--- src/rtl/time_set_pkg.sv ---
// Shared types and limits for the HH:MM:SS time-setting controller.
package time_set_pkg;

  typedef enum logic [2:0] {
    ST_RUN     = 3'd0,
    ST_SET_HR  = 3'd1,
    ST_SET_MIN = 3'd2,
    ST_SET_SEC = 3'd3,
    ST_COMMIT  = 3'd4
  } state_t;

  localparam int HOUR_MAX   = 23;
  localparam int MINSEC_MAX = 59;
  localparam int HOUR_W     = 7;
  localparam int MINSEC_W   = 6;

  function automatic logic is_set_state(input state_t s);
    return (s == ST_SET_HR) || (s == ST_SET_MIN) || (s == ST_SET_SEC);
  endfunction

  // Display digits HEX5..HEX0 are HH MM SS, two digits per field.
  function automatic logic [5:0] field_mask(input state_t s);
    case (s)
      ST_SET_HR:  return 6'b110000;
      ST_SET_MIN: return 6'b001100;
      ST_SET_SEC: return 6'b000011;
      default:    return 6'b000000;
    endcase
  endfunction

endpackage

--- src/rtl/wrap_updown.sv ---
// Shadow register for one time field: clamped capture plus wrapping inc/dec.
module wrap_updown #(
  parameter int W   = 6,
  parameter int MAX = 59
) (
  input  logic         clk,
  input  logic         rst,
  input  logic         load,
  input  logic [W-1:0] load_val,
  input  logic         inc,
  input  logic         dec,
  input  logic         en,
  output logic [W-1:0] value
);

  localparam logic [W-1:0] MAX_V = W'(MAX);

  // inc and dec together cancel; load wins over everything.
  always_ff @(posedge clk or posedge rst) begin
    if (rst) begin
      value <= '0;
    end else if (load) begin
      value <= (load_val > MAX_V) ? '0 : load_val;
    end else if (en && inc && !dec) begin
      value <= (value == MAX_V) ? '0 : value + W'(1);
    end else if (en && dec && !inc) begin
      value <= (value == '0) ? MAX_V : value - W'(1);
    end
  end

endmodule

--- src/rtl/time_set_ctrl.sv ---
// Button-driven set mode for the HH:MM:SS timer: freeze, edit HR/MIN/SEC, commit.
// Handshake: the three button inputs are single-cycle pulses with no back-pressure; o_load is a one-cycle strobe.
module time_set_ctrl
  import time_set_pkg::*;
#(
  parameter int unsigned CLOCK_FREQ = 32'd50_000_000,
  parameter int unsigned BLINK_HZ   = 2,
  parameter int unsigned TIMEOUT_S  = 10
) (
  input  logic                clk,
  input  logic                rst,
  input  logic                i_mode_pulse,
  input  logic                i_inc_pulse,
  input  logic                i_dec_pulse,
  input  logic [MINSEC_W-1:0] i_seconds,
  input  logic [MINSEC_W-1:0] i_minutes,
  input  logic [HOUR_W-1:0]   i_hours,
  output logic                o_run_en,
  output logic                o_load,
  output logic [MINSEC_W-1:0] o_set_seconds,
  output logic [MINSEC_W-1:0] o_set_minutes,
  output logic [HOUR_W-1:0]   o_set_hours,
  output logic                o_editing,
  output logic [5:0]          o_blank_mask
);

  localparam logic [31:0] PRE_MAX  = 32'(CLOCK_FREQ / (2 * BLINK_HZ) - 1);
  localparam logic [31:0] TMO_LAST = 32'(TIMEOUT_S * 2 * BLINK_HZ - 1);

  state_t      state, state_n;
  logic [31:0] pre, pre_n;
  logic [31:0] tmo, tmo_n;
  logic        phase, phase_n;
  logic        toggle, any_btn, capture;
  logic        en_hr, en_min, en_sec;

  assign any_btn = i_mode_pulse | i_inc_pulse | i_dec_pulse;
  assign capture = (state == ST_RUN) && i_mode_pulse;
  assign en_hr   = (state == ST_SET_HR)  && !i_mode_pulse;
  assign en_min  = (state == ST_SET_MIN) && !i_mode_pulse;
  assign en_sec  = (state == ST_SET_SEC) && !i_mode_pulse;

  always_comb begin
    state_n = state;
    pre_n   = pre;
    phase_n = phase;
    tmo_n   = tmo;
    toggle  = 1'b0;

    case (state)
      ST_RUN:     if (i_mode_pulse) state_n = ST_SET_HR;
      ST_SET_HR:  if (i_mode_pulse) state_n = ST_SET_MIN;
      ST_SET_MIN: if (i_mode_pulse) state_n = ST_SET_SEC;
      ST_SET_SEC: if (i_mode_pulse) state_n = ST_COMMIT;
      default:    state_n = ST_RUN;
    endcase

    if (is_set_state(state)) begin
      if (pre == PRE_MAX) begin
        pre_n   = '0;
        phase_n = ~phase;
        toggle  = 1'b1;
      end else begin
        pre_n = pre + 32'd1;
      end
      if (any_btn) begin
        tmo_n = '0;
      end else if (toggle) begin
        tmo_n = tmo + 32'd1;
        // Abandon the edit; shadows are discarded because no load is issued.
        if (tmo == TMO_LAST) state_n = ST_RUN;
      end
    end

    // Each newly entered field starts in the visible half of the blink.
    if (state_n != state || !is_set_state(state_n)) begin
      pre_n   = '0;
      phase_n = 1'b0;
    end
    if (!is_set_state(state_n) || (state_n == ST_SET_HR && state != ST_SET_HR)) begin
      tmo_n = '0;
    end
  end

  always_ff @(posedge clk or posedge rst) begin
    if (rst) begin
      state        <= ST_RUN;
      pre          <= '0;
      phase        <= 1'b0;
      tmo          <= '0;
      o_run_en     <= 1'b1;
      o_load       <= 1'b0;
      o_editing    <= 1'b0;
      o_blank_mask <= '0;
    end else begin
      state        <= state_n;
      pre          <= pre_n;
      phase        <= phase_n;
      tmo          <= tmo_n;
      o_run_en     <= (state_n == ST_RUN);
      o_load       <= (state_n == ST_COMMIT);
      o_editing    <= is_set_state(state_n);
      o_blank_mask <= phase_n ? field_mask(state_n) : 6'b000000;
    end
  end

  wrap_updown #(.W(HOUR_W), .MAX(HOUR_MAX)) u_hours (
    .clk      (clk),
    .rst      (rst),
    .load     (capture),
    .load_val (i_hours),
    .inc      (i_inc_pulse),
    .dec      (i_dec_pulse),
    .en       (en_hr),
    .value    (o_set_hours)
  );

  wrap_updown #(.W(MINSEC_W), .MAX(MINSEC_MAX)) u_minutes (
    .clk      (clk),
    .rst      (rst),
    .load     (capture),
    .load_val (i_minutes),
    .inc      (i_inc_pulse),
    .dec      (i_dec_pulse),
    .en       (en_min),
    .value    (o_set_minutes)
  );

  wrap_updown #(.W(MINSEC_W), .MAX(MINSEC_MAX)) u_seconds (
    .clk      (clk),
    .rst      (rst),
    .load     (capture),
    .load_val (i_seconds),
    .inc      (i_inc_pulse),
    .dec      (i_dec_pulse),
    .en       (en_sec),
    .value    (o_set_seconds)
  );

endmodule

--- config.mk ---
export PLATFORM = sky130hd
export DESIGN_NAME = time_set_ctrl
export DESIGN_NICKNAME = d
export VERILOG_FILES = /design/src/rtl/time_set_pkg.sv /design/src/rtl/wrap_updown.sv /design/src/rtl/time_set_ctrl.sv
export SDC_FILE = /design/constraint.sdc
export NUM_CORES = 1
export LEC_CHECK = 0
export CAP_MARGIN = 20
export CORE_ASPECT_RATIO = 0.5
export CORE_MARGIN = 3
export CORE_UTILIZATION = 35
export CTS_BUF_LIST = sky130_fd_sc_hd__clkbuf_16
export DETAILED_ROUTE_END_ITERATION = 12
export PLACE_DENSITY = 0.61
export SKIP_CTS_REPAIR_TIMING = 1
export SLEW_MARGIN = 0
export SYNTH_ARGS = -nofsm -noshare
export SYNTH_HDL_FRONTEND = slang
export SYNTH_SLANG_ARGS = --single-unit
--- constraint.sdc ---
create_clock -name clk -period 6 [get_ports clk]
set_clock_uncertainty 0.1 [all_clocks]
set_input_delay 1.5 -clock clk [delete_from_list [all_inputs] [get_ports clk]]
set_output_delay 1.5 -clock clk [all_outputs]
set_load 0.01 [all_outputs]
==> qor.yml <==
clock_tree:
  htreeDepth: 3
  cts_inserted_buffers: 9
  clockBufferDepth: 2
  cts_tree: "yes"
  root_buffer: "clkbuf_16"
  clock-sinks: 93
  clkTransAtPathRegs_ps: 70
  clock_latency_ps: 350
timing:
  hold_viol: 0
  setup_tns_ps: 0
  fin_ws_ps: 1699
  drv_slew: 0
  fmax_ghz: 0.2325
  period_needed_ps: 4301
  tightest_slew_ps: 1029
  final.period_utilization_pct: 71.69
  maxSlewHeadroom_pct: 31.21
  setup_violations: 0
  rsz0062_at_grt: "no"
  fin_hold_ws_ps: 365.5
finish:
  drive_above_1_share_pct: 6.369
  synthToLayoutAreaGrowth_pct: 15.05
  final_cells: 965
  nNetsFinal: 767
  diodes: 0
flow_run:
  maxCapViolCount: 0
synthesis:
  ys_top_cells_by_count: "dfrtp_1, nand2_1, nor2_1"
  syn_inst: 712
  yosysMostFrequentCell: "dfrtp_1"
  synthFlopType: "dfrtp_1"
  synth_top_area_share_pct: 37.31
  syn_avg_cell_area_um2: 8.665
  yosys_warnings: 0
  synth.largest_area_cell: "dfrtp_1"
  syn-cell-area_mm2: 0.006170
  async_flop_share_pct: 100.0
  synth_edf_count: 0
  synthTopCellsByArea: "dfrtp_1, nand3_1, nand2_1"
  syn_nets: 746
  synth-seq-area-share_pct: 37.74
  synth.distinct_cells: 69
  ys_seq_elements: 93
global_routing:
  grt_pass1_vias: 5471
  grt.overflow.total: 0
  antenna_found_initial: 0
  grt_pass1_wl_um: 27940
  grt_start_max_net_pins: 50
  grtUsageTotal_pct: 17.22
floorplanning:
  rows: 33
  die_w_um: 193.8
  pin_count: 52
  dieArea_mm2: 0.01935
  die_height_um: 99.88
  core_mm2: 0.01680
  start_util_pct: 36.71
worst_hold_path:
  min_to: "pre[0]$_DFFE_PP0P_"
  hold_depth: 1
  hold_path_class: "reg -> reg"
  hp-start: "pre[0]$_DFFE_PP0P_"
critical_path:
  endpoint_kind: "flip-flop"
  reg2reg_from: "pre[5]$_DFFE_PP0P_"
  rrSetupSlack_ps: 2910
  start_kind: "input port"
  cp_max_fo: 18
  r2r_end: "tmo[12]$_DFFE_PP0P_"
  rr_worst_depth: 5
  arrival_ps: 4470
  crit_type: "in -> reg"
  critPathRequiredTime_ps: 6170
routing:
  drt-pass1-iter-count: 5
  routedWlPerCell_um: 16.91
  drcViolationCount: 0
  via_per_inst: 6.000
  vias: 5790
  routed_wl_um: 16320
  first_iter_violations: 464
  ant_nets: 0
power:
  powerDensity_mw_per_mm2: 303.5
  finalPower_w: 0.002155
  p_leak_nw: 2.719
  max-vdd-ir-drop_mv: 0.1586
placement:
  pre_cts_ws_ps: 1400
  port_buffers: 51
  place.detailed.hpwl_um: 11490
  place_congestion: 0.8591
  dp.cells: 949
status:
  status: "complete, no violations"
[cells by family (layout without fill, tap and decap cells)]
logic type / count (synthesis) / in the layout / share of synthesized area [%]
buf+inv: 58 / 84 / 3.934
flops: 93 / 93 / 37.74
fa+ha+maj: 10 / 10 / 2.028
compound gates: 167 / 167 / 19.41
xor+xnor: 38 / 38 / 5.394
mux: 8 / 8 / 1.379
simple gates: 338 / 338 / 30.12
[worst max-delay path, cell delays in order]
cell and delay, ps:
clkdlybuf4s50_1 710, nor3_1 680, nand3_1 240, nor4_4 750, buf_4 280, a41oi_1 130
a31oi_1 180
[how the worst max path moves through the flow]
stage	startpoint	endpoint	slack, ps	depth (start not counted)
2_1_floorplan	rst	o_blank_mask[1]$_DFF_PP0_	1980	1
3_3_place_gp	i_mode_pulse	tmo[5]$_DFFE_PP0P_	1550	7
3_5_place_dp	i_mode_pulse	tmo[5]$_DFFE_PP0P_	1400	7
4_1_cts	i_mode_pulse	tmo[5]$_DFFE_PP0P_	1760	7
5_1_grt	i_mode_pulse	tmo[5]$_DFFE_PP0P_	1490	7
6_report	i_mode_pulse	tmo[5]$_DFFE_PP0P_	1700	7
[per-layer routing]
metal / vias to the layer above / wire [um] / GRT usage (%)
met5: - / 0 / 0
met4: 0 / 174 / 4.109
met3: 16 / 927 / 3.655
met2: 174 / 7334 / 27.43
met1: 2857 / 7879 / 24.22
li1: 2743 / - / -
[cell type report]
cell class / count / area, um2
Clock inverter: 7 / 51.30
Multi-Input combinational cell: 561 / 3613
Tap cell: 227 / 284.0
Clock buffer: 9 / 225.2
Timing Repair Buffer: 56 / 548.0
Sequential cell: 93 / 2328
Inverter: 12 / 47.55
Fill cell: 1689 / 9707
[flip-flops by register name, indices dropped and copies added (netlist names)]
name	flops
tmo	32
u_hours.value	7
o_blank_mask	3
o_editing	1
u_seconds.value	6
pre	32
o_run_en	1
u_minutes.value	6
phase	1
o_load	1
state	3
[metrics by stage]
stage / utilization [%] / instance area (um2)
4_1_cts: 42.24 / 7098
5_1_grt: 42.24 / 7098
6_report: 42.24 / 7098
2_1_floorplan: - / 6170
3_3_place_gp: 40.59 / 6822
3_5_place_dp: 40.59 / 6822
[layout by cell type (no fill, tap or decap), types with 10 or more instances in the layout]
cell and n:
a21oi_1 21, xor2_1 26, a2111oi_0 11, xnor2_1 12
nor4_1 16, or3_1 12, nand2_1 61, clkdlybuf4s50_1 51
ha_1 10, a31oi_1 26, or4_1 11, dfrtp_1 92
o31ai_1 11, and4_1 12, and3_1 14, nand3_1 52
nand4_1 24, inv_1 11, nor3_1 22, a21o_1 12
nor2_1 61, o21ai_0 28
[report_power, final]
| group | switching [W] | internal (W) |
|---|---|---|
| clock network | 0.000260 | 0.000283 |
| logic | 0.000385 | 0.000359 |
| registers | 0.000165 | 0.000703 |
No activity file was read; power rests on OpenSTA's default activity.
